==> src/rtl/mips_run_pkg.sv <==
// Shared types, default parameters and helpers for the MIPS run controller.
package mips_run_pkg;

  typedef enum logic [1:0] {
    IDLE,
    RST_HOLD,
    RUN,
    DONE
  } run_state_e;

  localparam int unsigned DEF_RESET_CYCLES = 4;
  localparam int unsigned DEF_MAX_CYCLES   = 1000;
  localparam int unsigned DEF_HALT_REPEAT  = 3;
  localparam int unsigned DEF_CNT_W        = 32;

  // Callers zero-extend into and truncate out of this width.
  localparam int unsigned SAT_W = 64;

  function automatic logic [SAT_W-1:0] sat_inc(input logic [SAT_W-1:0] v,
                                               input logic [SAT_W-1:0] max_v);
    return (v >= max_v) ? v : v + SAT_W'(1);
  endfunction

endpackage

==> src/rtl/mips_halt_detect.sv <==
// Halt idiom detector: flags HALT_REPEAT consecutive retires of the same PC.
module mips_halt_detect
  import mips_run_pkg::*;
#(
  parameter int unsigned HALT_REPEAT = DEF_HALT_REPEAT
) (
  input  logic        clk,
  input  logic        reset,
  input  logic        clr,
  input  logic        retire_valid,
  input  logic [31:0] retire_pc,
  output logic        halt
);

  localparam int unsigned     REP_W   = $clog2(HALT_REPEAT + 1);
  localparam logic [REP_W-1:0] REP_MAX = REP_W'(HALT_REPEAT);

  logic [31:0]      last_pc_q, last_pc_d;
  logic [REP_W-1:0] rep_cnt_q, rep_cnt_d;

  always_comb begin
    last_pc_d = last_pc_q;
    rep_cnt_d = rep_cnt_q;
    if (clr) begin
      last_pc_d = '0;
      rep_cnt_d = '0;
    end else if (retire_valid) begin
      if (rep_cnt_q != '0 && retire_pc == last_pc_q) begin
        rep_cnt_d = (rep_cnt_q == REP_MAX) ? rep_cnt_q : rep_cnt_q + REP_W'(1);
      end else begin
        rep_cnt_d = REP_W'(1);
        last_pc_d = retire_pc;
      end
    end
  end

  // Flag from the next count so the FSM leaves RUN on the edge of the final retire.
  assign halt = (rep_cnt_d == REP_MAX);

  always_ff @(posedge clk or posedge reset) begin
    if (reset) begin
      last_pc_q <= '0;
      rep_cnt_q <= '0;
    end else begin
      last_pc_q <= last_pc_d;
      rep_cnt_q <= rep_cnt_d;
    end
  end

endmodule

==> src/rtl/mips_run_ctrl.sv <==
// Run controller: core reset sequencing, cycle/retire counting, halt or budget stop.
// Optional MIPS_RUN_CTRL_STATS_EN adds a saturating bubble_count output.
module mips_run_ctrl
  import mips_run_pkg::*;
#(
  parameter int unsigned RESET_CYCLES = DEF_RESET_CYCLES,
  parameter int unsigned MAX_CYCLES   = DEF_MAX_CYCLES,
  parameter int unsigned HALT_REPEAT  = DEF_HALT_REPEAT,
  parameter int unsigned CNT_W        = DEF_CNT_W
) (
  input  logic             clk,
  input  logic             reset,
  input  logic             start,
  input  logic             retire_valid,
  input  logic [31:0]      retire_pc,
  output logic             cpu_reset,
  output logic             running,
  output logic             done,
  output logic             timeout,
  output logic [CNT_W-1:0] cycle_count,
  output logic [CNT_W-1:0] retire_count
`ifdef MIPS_RUN_CTRL_STATS_EN
  ,
  output logic [CNT_W-1:0] bubble_count
`endif
);

  localparam int unsigned      HOLD_W    = $clog2(RESET_CYCLES + 1);
  localparam logic [HOLD_W-1:0] HOLD_LAST = HOLD_W'(RESET_CYCLES - 1);
  localparam logic [CNT_W-1:0]  CYC_LAST  = CNT_W'(MAX_CYCLES - 1);
  localparam logic [CNT_W-1:0]  CNT_MAX   = '1;

  run_state_e        state_q, state_d;
  logic [HOLD_W-1:0] hold_q, hold_d;
  logic [CNT_W-1:0]  cycle_count_q, cycle_count_d;
  logic [CNT_W-1:0]  retire_count_q, retire_count_d;
  logic              timeout_q, timeout_d;
  logic              cpu_reset_q, cpu_reset_d;
  logic              running_q, running_d;
  logic              done_q, done_d;
  logic              start_ok, hd_valid, halt;
`ifdef MIPS_RUN_CTRL_STATS_EN
  logic [CNT_W-1:0]  bubble_count_q, bubble_count_d;
`endif

  assign start_ok = start && (state_q == IDLE || state_q == DONE);
  assign hd_valid = retire_valid && (state_q == RUN);

  mips_halt_detect #(
    .HALT_REPEAT(HALT_REPEAT)
  ) u_halt (
    .clk         (clk),
    .reset       (reset),
    .clr         (start_ok),
    .retire_valid(hd_valid),
    .retire_pc   (retire_pc),
    .halt        (halt)
  );

  always_ff @(posedge clk or posedge reset) begin
    if (reset) state_q <= IDLE;
    else       state_q <= state_d;
  end

  always_comb begin
    state_d = state_q;
    unique case (state_q)
      IDLE, DONE: if (start)               state_d = RST_HOLD;
      RST_HOLD:   if (hold_q == HOLD_LAST) state_d = RUN;
      RUN:        if (halt || cycle_count_q == CYC_LAST) state_d = DONE;
      default:                             state_d = IDLE;
    endcase
  end

  // Outputs decoded from next state and registered below.
  always_comb begin
    cpu_reset_d = (state_d != RUN);
    running_d   = (state_d == RUN);
    done_d      = (state_d == DONE);
  end

  always_comb begin
    hold_d         = '0;
    cycle_count_d  = cycle_count_q;
    retire_count_d = retire_count_q;
    timeout_d      = timeout_q;
`ifdef MIPS_RUN_CTRL_STATS_EN
    bubble_count_d = bubble_count_q;
`endif
    if (state_q == RST_HOLD) hold_d = hold_q + HOLD_W'(1);
    if (start_ok) begin
      cycle_count_d  = '0;
      retire_count_d = '0;
      timeout_d      = 1'b0;
`ifdef MIPS_RUN_CTRL_STATS_EN
      bubble_count_d = '0;
`endif
    end else if (state_q == RUN) begin
      cycle_count_d = CNT_W'(sat_inc(SAT_W'(cycle_count_q), SAT_W'(CNT_MAX)));
      if (retire_valid)
        retire_count_d = CNT_W'(sat_inc(SAT_W'(retire_count_q), SAT_W'(CNT_MAX)));
`ifdef MIPS_RUN_CTRL_STATS_EN
      else
        bubble_count_d = CNT_W'(sat_inc(SAT_W'(bubble_count_q), SAT_W'(CNT_MAX)));
`endif
      // Halt takes priority over a simultaneous budget expiry.
      if (state_d == DONE) timeout_d = !halt;
    end
  end

  always_ff @(posedge clk or posedge reset) begin
    if (reset) begin
      hold_q         <= '0;
      cycle_count_q  <= '0;
      retire_count_q <= '0;
      timeout_q      <= 1'b0;
      cpu_reset_q    <= 1'b1;
      running_q      <= 1'b0;
      done_q         <= 1'b0;
`ifdef MIPS_RUN_CTRL_STATS_EN
      bubble_count_q <= '0;
`endif
    end else begin
      hold_q         <= hold_d;
      cycle_count_q  <= cycle_count_d;
      retire_count_q <= retire_count_d;
      timeout_q      <= timeout_d;
      cpu_reset_q    <= cpu_reset_d;
      running_q      <= running_d;
      done_q         <= done_d;
`ifdef MIPS_RUN_CTRL_STATS_EN
      bubble_count_q <= bubble_count_d;
`endif
    end
  end

  assign cpu_reset    = cpu_reset_q;
  assign running      = running_q;
  assign done         = done_q;
  assign timeout      = timeout_q;
  assign cycle_count  = cycle_count_q;
  assign retire_count = retire_count_q;
`ifdef MIPS_RUN_CTRL_STATS_EN
  assign bubble_count = bubble_count_q;
`endif

endmodule
==> config.mk <==
export PLATFORM = sky130hd
export DESIGN_NAME = mips_run_ctrl
export DESIGN_NICKNAME = d
export VERILOG_FILES = /design/src/rtl/mips_run_pkg.sv /design/src/rtl/mips_halt_detect.sv /design/src/rtl/mips_run_ctrl.sv
export SDC_FILE = /design/constraint.sdc
export NUM_CORES = 1
export LEC_CHECK = 0
export CORE_MARGIN = 2
export CORE_UTILIZATION = 25
export CTS_CLUSTER_DIAMETER = 80
export DETAILED_ROUTE_END_ITERATION = 10
export GPL_ROUTABILITY_DRIVEN = 0
export MAX_ROUTING_LAYER = met4
export PLACE_DENSITY = 0.53
export REMOVE_ABC_BUFFERS = 1
export SYNTH_ARGS = -nofsm -noshare
export SYNTH_HDL_FRONTEND = slang
export SYNTH_SLANG_ARGS = --single-unit
==> constraint.sdc <==
create_clock -name clk -period 5.5 [get_ports clk]
set_input_delay 1.1 -clock clk [delete_from_list [all_inputs] [get_ports clk]]
set_output_delay 1.1 -clock clk [all_outputs]
set_load 0.01 [all_outputs]
Word-level counts from Yosys, hierarchy flattened
Index checks and enable logic that the tools add are counted.
Cells by class
  reduce and logical (&&, ||, !) cells: 17
  muxes and demuxes: 22
  equal/unequal tests: 14
  add/subtract/negate cells: 4
  $lt $le $gt $ge: 2
Operators with widths (number)
  $mux 32: 10
  $add 32x1->32 const B: 2
  $ge 32x32->1 const B: 2
  $eq 32x10->1 const B: 1
  $eq 32x32->1: 1
  $mux 2: 7
  $eq 2x2->1 const B: 6
  $reduce_bool 2->1: 5
  $ne 2x2->1 const B: 4
  $pmux 2 s3: 1
  $reduce_and 2->1: 3
  $add 3x1->3 const B: 1
  $eq 3x2->1 const B: 1
  $logic_and 1x1->1: 3
  $mux 1: 3
  $mux 3: 1
  $reduce_and 3->1: 1
  $add 2x1->2 const B: 1
  $eq 2x1->1 const B: 1
  $logic_not 2->1: 1
  $logic_or 1x1->1: 2
  $reduce_or 2->1: 1
  $logic_not 1->1: 1
Word-level totals
  flip-flop bits (word level): 107
  bits of input ports: 36
  output and inout bits: 68

Depth between registers and ports, before layout
  depth in word-level cells: 13
  depth in mapped cells: 10

Modules after synthesis
Synthesis repeated with hierarchy kept, for this count alone.
Unflattened totals
  cells, all modules: 740
  area, all modules: 6685.2 um^2
Modules (own cells, without submodules)
  mips_run_ctrl: area each 4117.7 um^2, seq. area each 1828.0 um^2, cells each 448, instances 1
  mips_halt_detect: area each 2567.5 um^2, seq. area each 850.8 um^2, cells each 292, instances 1

Least setup slack after synthesis
No wires, ideal clock.
  kind: input-to-reg
  start: input port retire_pc[1]
  end: register u_halt.last_pc_q[17]
  data arrival time: 2668 ps
  cell stages on the path: 7
  path slack: 2706 ps
  cells stage by stage: xor2_1 > nor4_1 > nand4_1 > or2_2 > clkbuf_1 > clkbuf_1 > a311o_1
On the way
  word-level cells in the longest chain between the ends: 4
Ends and longest elaborated chain
  start: declaration: RTL line mips_run_ctrl.sv:15  | input logic [31:0] retire_pc,
  $eq 32x32->1: RTL line mips_halt_detect.sv:28  | if (rep_cnt_q != '0 && retire_pc == last_pc_q) begin
  $logic_and 1x1->1: RTL line mips_halt_detect.sv:28
  $ne 2x2->1 (no source line)
  $reduce_and 2->1 (no source line)
  end signal: assignment: RTL line mips_halt_detect.sv:45  | last_pc_q <= last_pc_d;
  end: declaration: RTL line mips_halt_detect.sv:18  | logic [31:0] last_pc_q, last_pc_d;
No other way between the ends.
A chain may end at the register's enable or synchronous reset.

Worst setup path in the final report
  start: input port retire_pc[11]
  end: register running_q (netlist: running)
On the way
  word-level cells in the longest chain between the ends: 10
Ends and longest elaborated chain
  $eq 32x32->1: RTL line mips_halt_detect.sv:28
  $logic_and 1x1->1: RTL line mips_halt_detect.sv:28
  $mux 2: RTL line mips_halt_detect.sv:28
  $mux 2: RTL line mips_halt_detect.sv:27  | end else if (retire_valid) begin
  $mux 2: RTL line mips_halt_detect.sv:24  | if (clr) begin
  $eq 2x2->1: RTL line mips_halt_detect.sv:38  | assign halt = (rep_cnt_d == REP_MAX);
  $logic_or 1x1->1: RTL line mips_run_ctrl.sv:70  | RUN: if (halt || cycle_count_q == CYC_LAST) state_d = DONE;
  $mux 2: RTL line mips_run_ctrl.sv:70
  $pmux 2 s3: RTL line mips_run_ctrl.sv:67  | unique case (state_q)
  $eq 2x2->1: RTL line mips_run_ctrl.sv:78  | running_d = (state_d == RUN);
  net running_d: RTL line mips_run_ctrl.sv:39  | logic running_q, running_d;
  end signal: assignment: RTL line mips_run_ctrl.sv:129  | running_q <= running_d;
  end: declaration: RTL line mips_run_ctrl.sv:39
The timed path passes the listed nets, and every way through them passes these cells.

==> metrics.yaml <==
outcome: "finished, final reports clean"
tritoncts_num_sinks: 107
timing.critical_path.from: "retire_pc[11]"
slowest_stage: "sky130_fd_sc_hd__or2_2"
worst_r2r_path_depth: 7
sort_of_element_at_the_start_of_the_critical_path: "input port"
routed_wire_length_per_instance_um: 17.3
area.growth.synth_to_final_pct: 25.5
fmax_mhz: 315
holdCritPathClass: "reg2reg"
timing.slew.headroom_pct: 34.6
period_share_pct: 57.7
final.setup_skew_ns: 0.0101
netlist-cell-type-count: 49
synth_largest_type_area_fraction_pct: 40.7
setup.reg_to_reg.worst_slack_ns: 2.61
register_bit_total_from_synthesis: 107
cts-buffers-inserted: 9
setup-violations-final: 0
tritoncts: "yes"
cp_cell_sequence: "clkdlybuf4s50_1 > inv_1 > a21oi_1 > o2111ai_4 > buf_4 > or2_2 > o311a_1"
grtUsageTotal_pct: 14.9
grt_remaining_overflow: 0
async_flop_share_pct: 100
dpl_cell_area_um2: 7880
min_period_ns: 3.17
synth-edff-count: 0
detail-route-antenna-nets: 0
timing_worst_slew_pin_value_ns: 0.981
fp.dieW_um: 165
synth.cell_area_um2: 6520
timing.setup.critical_path_class: "in2reg"
fin_tns_setup_ns: 0
vdd_ir_drop_max_mv: 0.0985
first_iter_violations: 425
detail_route.drc_violations: 0
rsz_0062_raised_after_global_routing: "false"
timing.rr.end: "u_halt.last_pc_q[24]"
number_of_global_route_vias_before_repair: 5860
start_util_pct: 25.2
synthCells: 718
antenna_cells: 0
worstSetupEndpoint: "running"
route.detailed.vias_per_inst: 5.44
critical_path.max_stage_delay_ns: 0.62
firstDrtPassIters: 8
synth.avg_cell_area_um2: 9.08
critPathRequiredTime_ns: 5.73
totalWireLength_um: 19500
cts.hold.buffers_added: 0
critPathMaxFanout: 34
core_area_um2: 25800
ctsLongestPathBuffers: 2
global_route_wire_length_before_repair_um: 31900
number_of_max_cap_violations: 0
number_of_antenna_violations_at_the_first_check_in_global_routing: 0
port_buffers: 103
place.detailed.hpwl_um: 12600
layout.cells.most_common: "sky130_fd_sc_hd__dfrtp_1"
placementRows: 59
power_leakage_uw: 0.00298
timing_hold_violations_final: 0
dieArea_um2: 27400
r2r-start: "state_q[0]"
die_h_um: 165
yosys-top-cells-area: "sky130_fd_sc_hd__dfrtp_1 (41%), sky130_fd_sc_hd__a311o_1 (4.8%), sky130_fd_sc_hd__a32o_1 (4.8%)"
num_io_pins: 104
post_route_cells_drive_above_1_share_pct: 5.81
layout_common_cells: "sky130_fd_sc_hd__dfrtp_1 (106), sky130_fd_sc_hd__clkdlybuf4s50_1 (103), sky130_fd_sc_hd__nand2_1 (76)"
powerDensity_nw_per_um2: 222
ys_dominant_reg_cell: "sky130_fd_sc_hd__dfrtp_1"
resized_cells_post_cts: 0
via_count: 6126
number_of_warnings_issued_by_yosys: 0
synth.largest_area_cell: "sky130_fd_sc_hd__dfrtp_1"
largest_net_degree_at_the_start_of_global_routing: 74
finalInstanceArea_um2: 8180
clock_insertion_delay_worst_skew_ns: 0.35
seq_area_frac_synth_pct: 41.1
cts_setup_buffers: 0
reg_clk_slew_reported_paths_ns: 0.07
nNetsFinal: 830
timing_max_transition_violations_final: 0
cts-root-buf: "sky130_fd_sc_hd__clkbuf_16"
timing.critical_path.to_type: "flip-flop"
cts.htree.levels: 3
arrival_ns: 3.41
==> area by class of cell <==
class | instances | area [um2]
Multi-Input combinational cell | 538 | 3590
Tap cell | 335 | 419
Fill cell | 2698 | 17700
Inverter | 16 | 62.6
Clock buffer | 9 | 225
Clock inverter | 6 | 67.6
Sequential cell | 107 | 2680
Timing Repair Buffer | 116 | 1130
==> how the worst min path moves through the flow <==
| stage | end | from | cells past startpoint | slack [ns] |
|---|---|---|---|---|
| after floorplan | hold_q[0] | hold_q[0] | 1 | 0.41 |
| after global placement | hold_q[0] | hold_q[0] | 1 | 0.43 |
| after detailed placement | hold_q[0] | hold_q[0] | 1 | 0.43 |
| after CTS | hold_q[0] | hold_q[0] | 1 | 0.44 |
| after global routing | hold_q[0] | hold_q[0] | 1 | 0.47 |
| final | hold_q[0] | hold_q[0] | 1 | 0.44 |
==> routing by layer <==
metal  GRT usage (%)  share of wire (%)
met3            1.82                2.9
met1            20.1                 47
met2            23.4                 48
met4            4.82                1.9
met5               -                  0
==> flip-flops by register name (all words and copies together), names as in the netlist <==
| name | cells |
|---|---|
| retire_count | 32 |
| cycle_count | 32 |
| u_halt.last_pc_q | 32 |
| done | 1 |
| hold_q | 3 |
| cpu_reset | 1 |
| state_q | 2 |
| timeout | 1 |
| u_halt.rep_cnt_q | 2 |
| running | 1 |
==> through the flow <==
stage | worst slack [ns] | utilization (%) | hold WS [ns] | std cells | total power [uW]
floorplan | 1.09 | - | 0.409 | 661 | 1040
global route | 2.12 | 31.6 | 0.468 | 1127 | 1910
global placement | 1.94 | 30.5 | 0.428 | 1112 | 1170
finish | 2.33 | 31.6 | 0.436 | 1127 | 1810
CTS | 2.33 | 31.6 | 0.445 | 1127 | 1850
detailed placement | 1.95 | 30.5 | 0.433 | 1112 | 1170
==> synth_stat cells, types with 2 or more instances <==
| library cell | instances |
|---|---|
| sky130_fd_sc_hd__a2111oi_0 | 4 |
| sky130_fd_sc_hd__or4b_2 | 2 |
| sky130_fd_sc_hd__o21ai_0 | 30 |
| sky130_fd_sc_hd__buf_2 | 4 |
| sky130_fd_sc_hd__nand3_1 | 29 |
| sky130_fd_sc_hd__or2_2 | 4 |
| sky130_fd_sc_hd__o41ai_1 | 3 |
| sky130_fd_sc_hd__nor2b_1 | 2 |
| sky130_fd_sc_hd__clkbuf_1 | 52 |
| sky130_fd_sc_hd__or3_1 | 25 |
| sky130_fd_sc_hd__o311a_1 | 2 |
| sky130_fd_sc_hd__a32o_1 | 31 |
| sky130_fd_sc_hd__dfrtp_1 | 106 |
| sky130_fd_sc_hd__a21oi_1 | 47 |
| sky130_fd_sc_hd__nand2_1 | 76 |
| sky130_fd_sc_hd__and4_1 | 12 |
| sky130_fd_sc_hd__ha_1 | 6 |
| sky130_fd_sc_hd__a311o_1 | 31 |
| sky130_fd_sc_hd__o211ai_1 | 8 |
| sky130_fd_sc_hd__nand3b_1 | 2 |
| sky130_fd_sc_hd__or4_1 | 30 |
| sky130_fd_sc_hd__nand4_1 | 17 |
| sky130_fd_sc_hd__o311ai_0 | 3 |
| sky130_fd_sc_hd__o31ai_1 | 21 |
| sky130_fd_sc_hd__nor3b_1 | 2 |
| sky130_fd_sc_hd__inv_1 | 16 |
| sky130_fd_sc_hd__and2_1 | 8 |
| sky130_fd_sc_hd__a311oi_1 | 5 |
| sky130_fd_sc_hd__and3_1 | 6 |
| sky130_fd_sc_hd__nor3_1 | 7 |
| sky130_fd_sc_hd__xnor2_1 | 10 |
| sky130_fd_sc_hd__xor2_1 | 33 |
| sky130_fd_sc_hd__nor2_1 | 23 |
| sky130_fd_sc_hd__nor4_1 | 46 |
==> worst max-delay path: cells and delay by family <==
kind	cells	cell delay, ns
AND/OR/NAND/NOR	1	0.62
AO/OA/AOI/OAI	3	0.78
buffers and inverters	3	0.88
==> power breakdown <==
part           internal [uW]  total, uW  switching, uW
sequential               832        889           56.7
clock                    352        665            313
combinational            135        261            125
total                   1320       1810            495
==> cells by family (layout without fill, tap and decap cells) <==
| kind of cell | Yosys count | after routing | share of synthesized area [%] |
|---|---|---|---|
| flip-flops | 107 | 107 | 41.1 |
| buffers and inverters | 73 | 147 | 4.40 |
| AND/OR/NAND/NOR | 294 | 294 | 25.2 |
| AO/OA/AOI/OAI | 195 | 195 | 22.4 |
| adder cells (fa/ha/maj) | 6 | 6 | 1.15 |
| XOR/XNOR | 43 | 43 | 5.78 |
No activity file was read; power rests on OpenSTA's default activity.
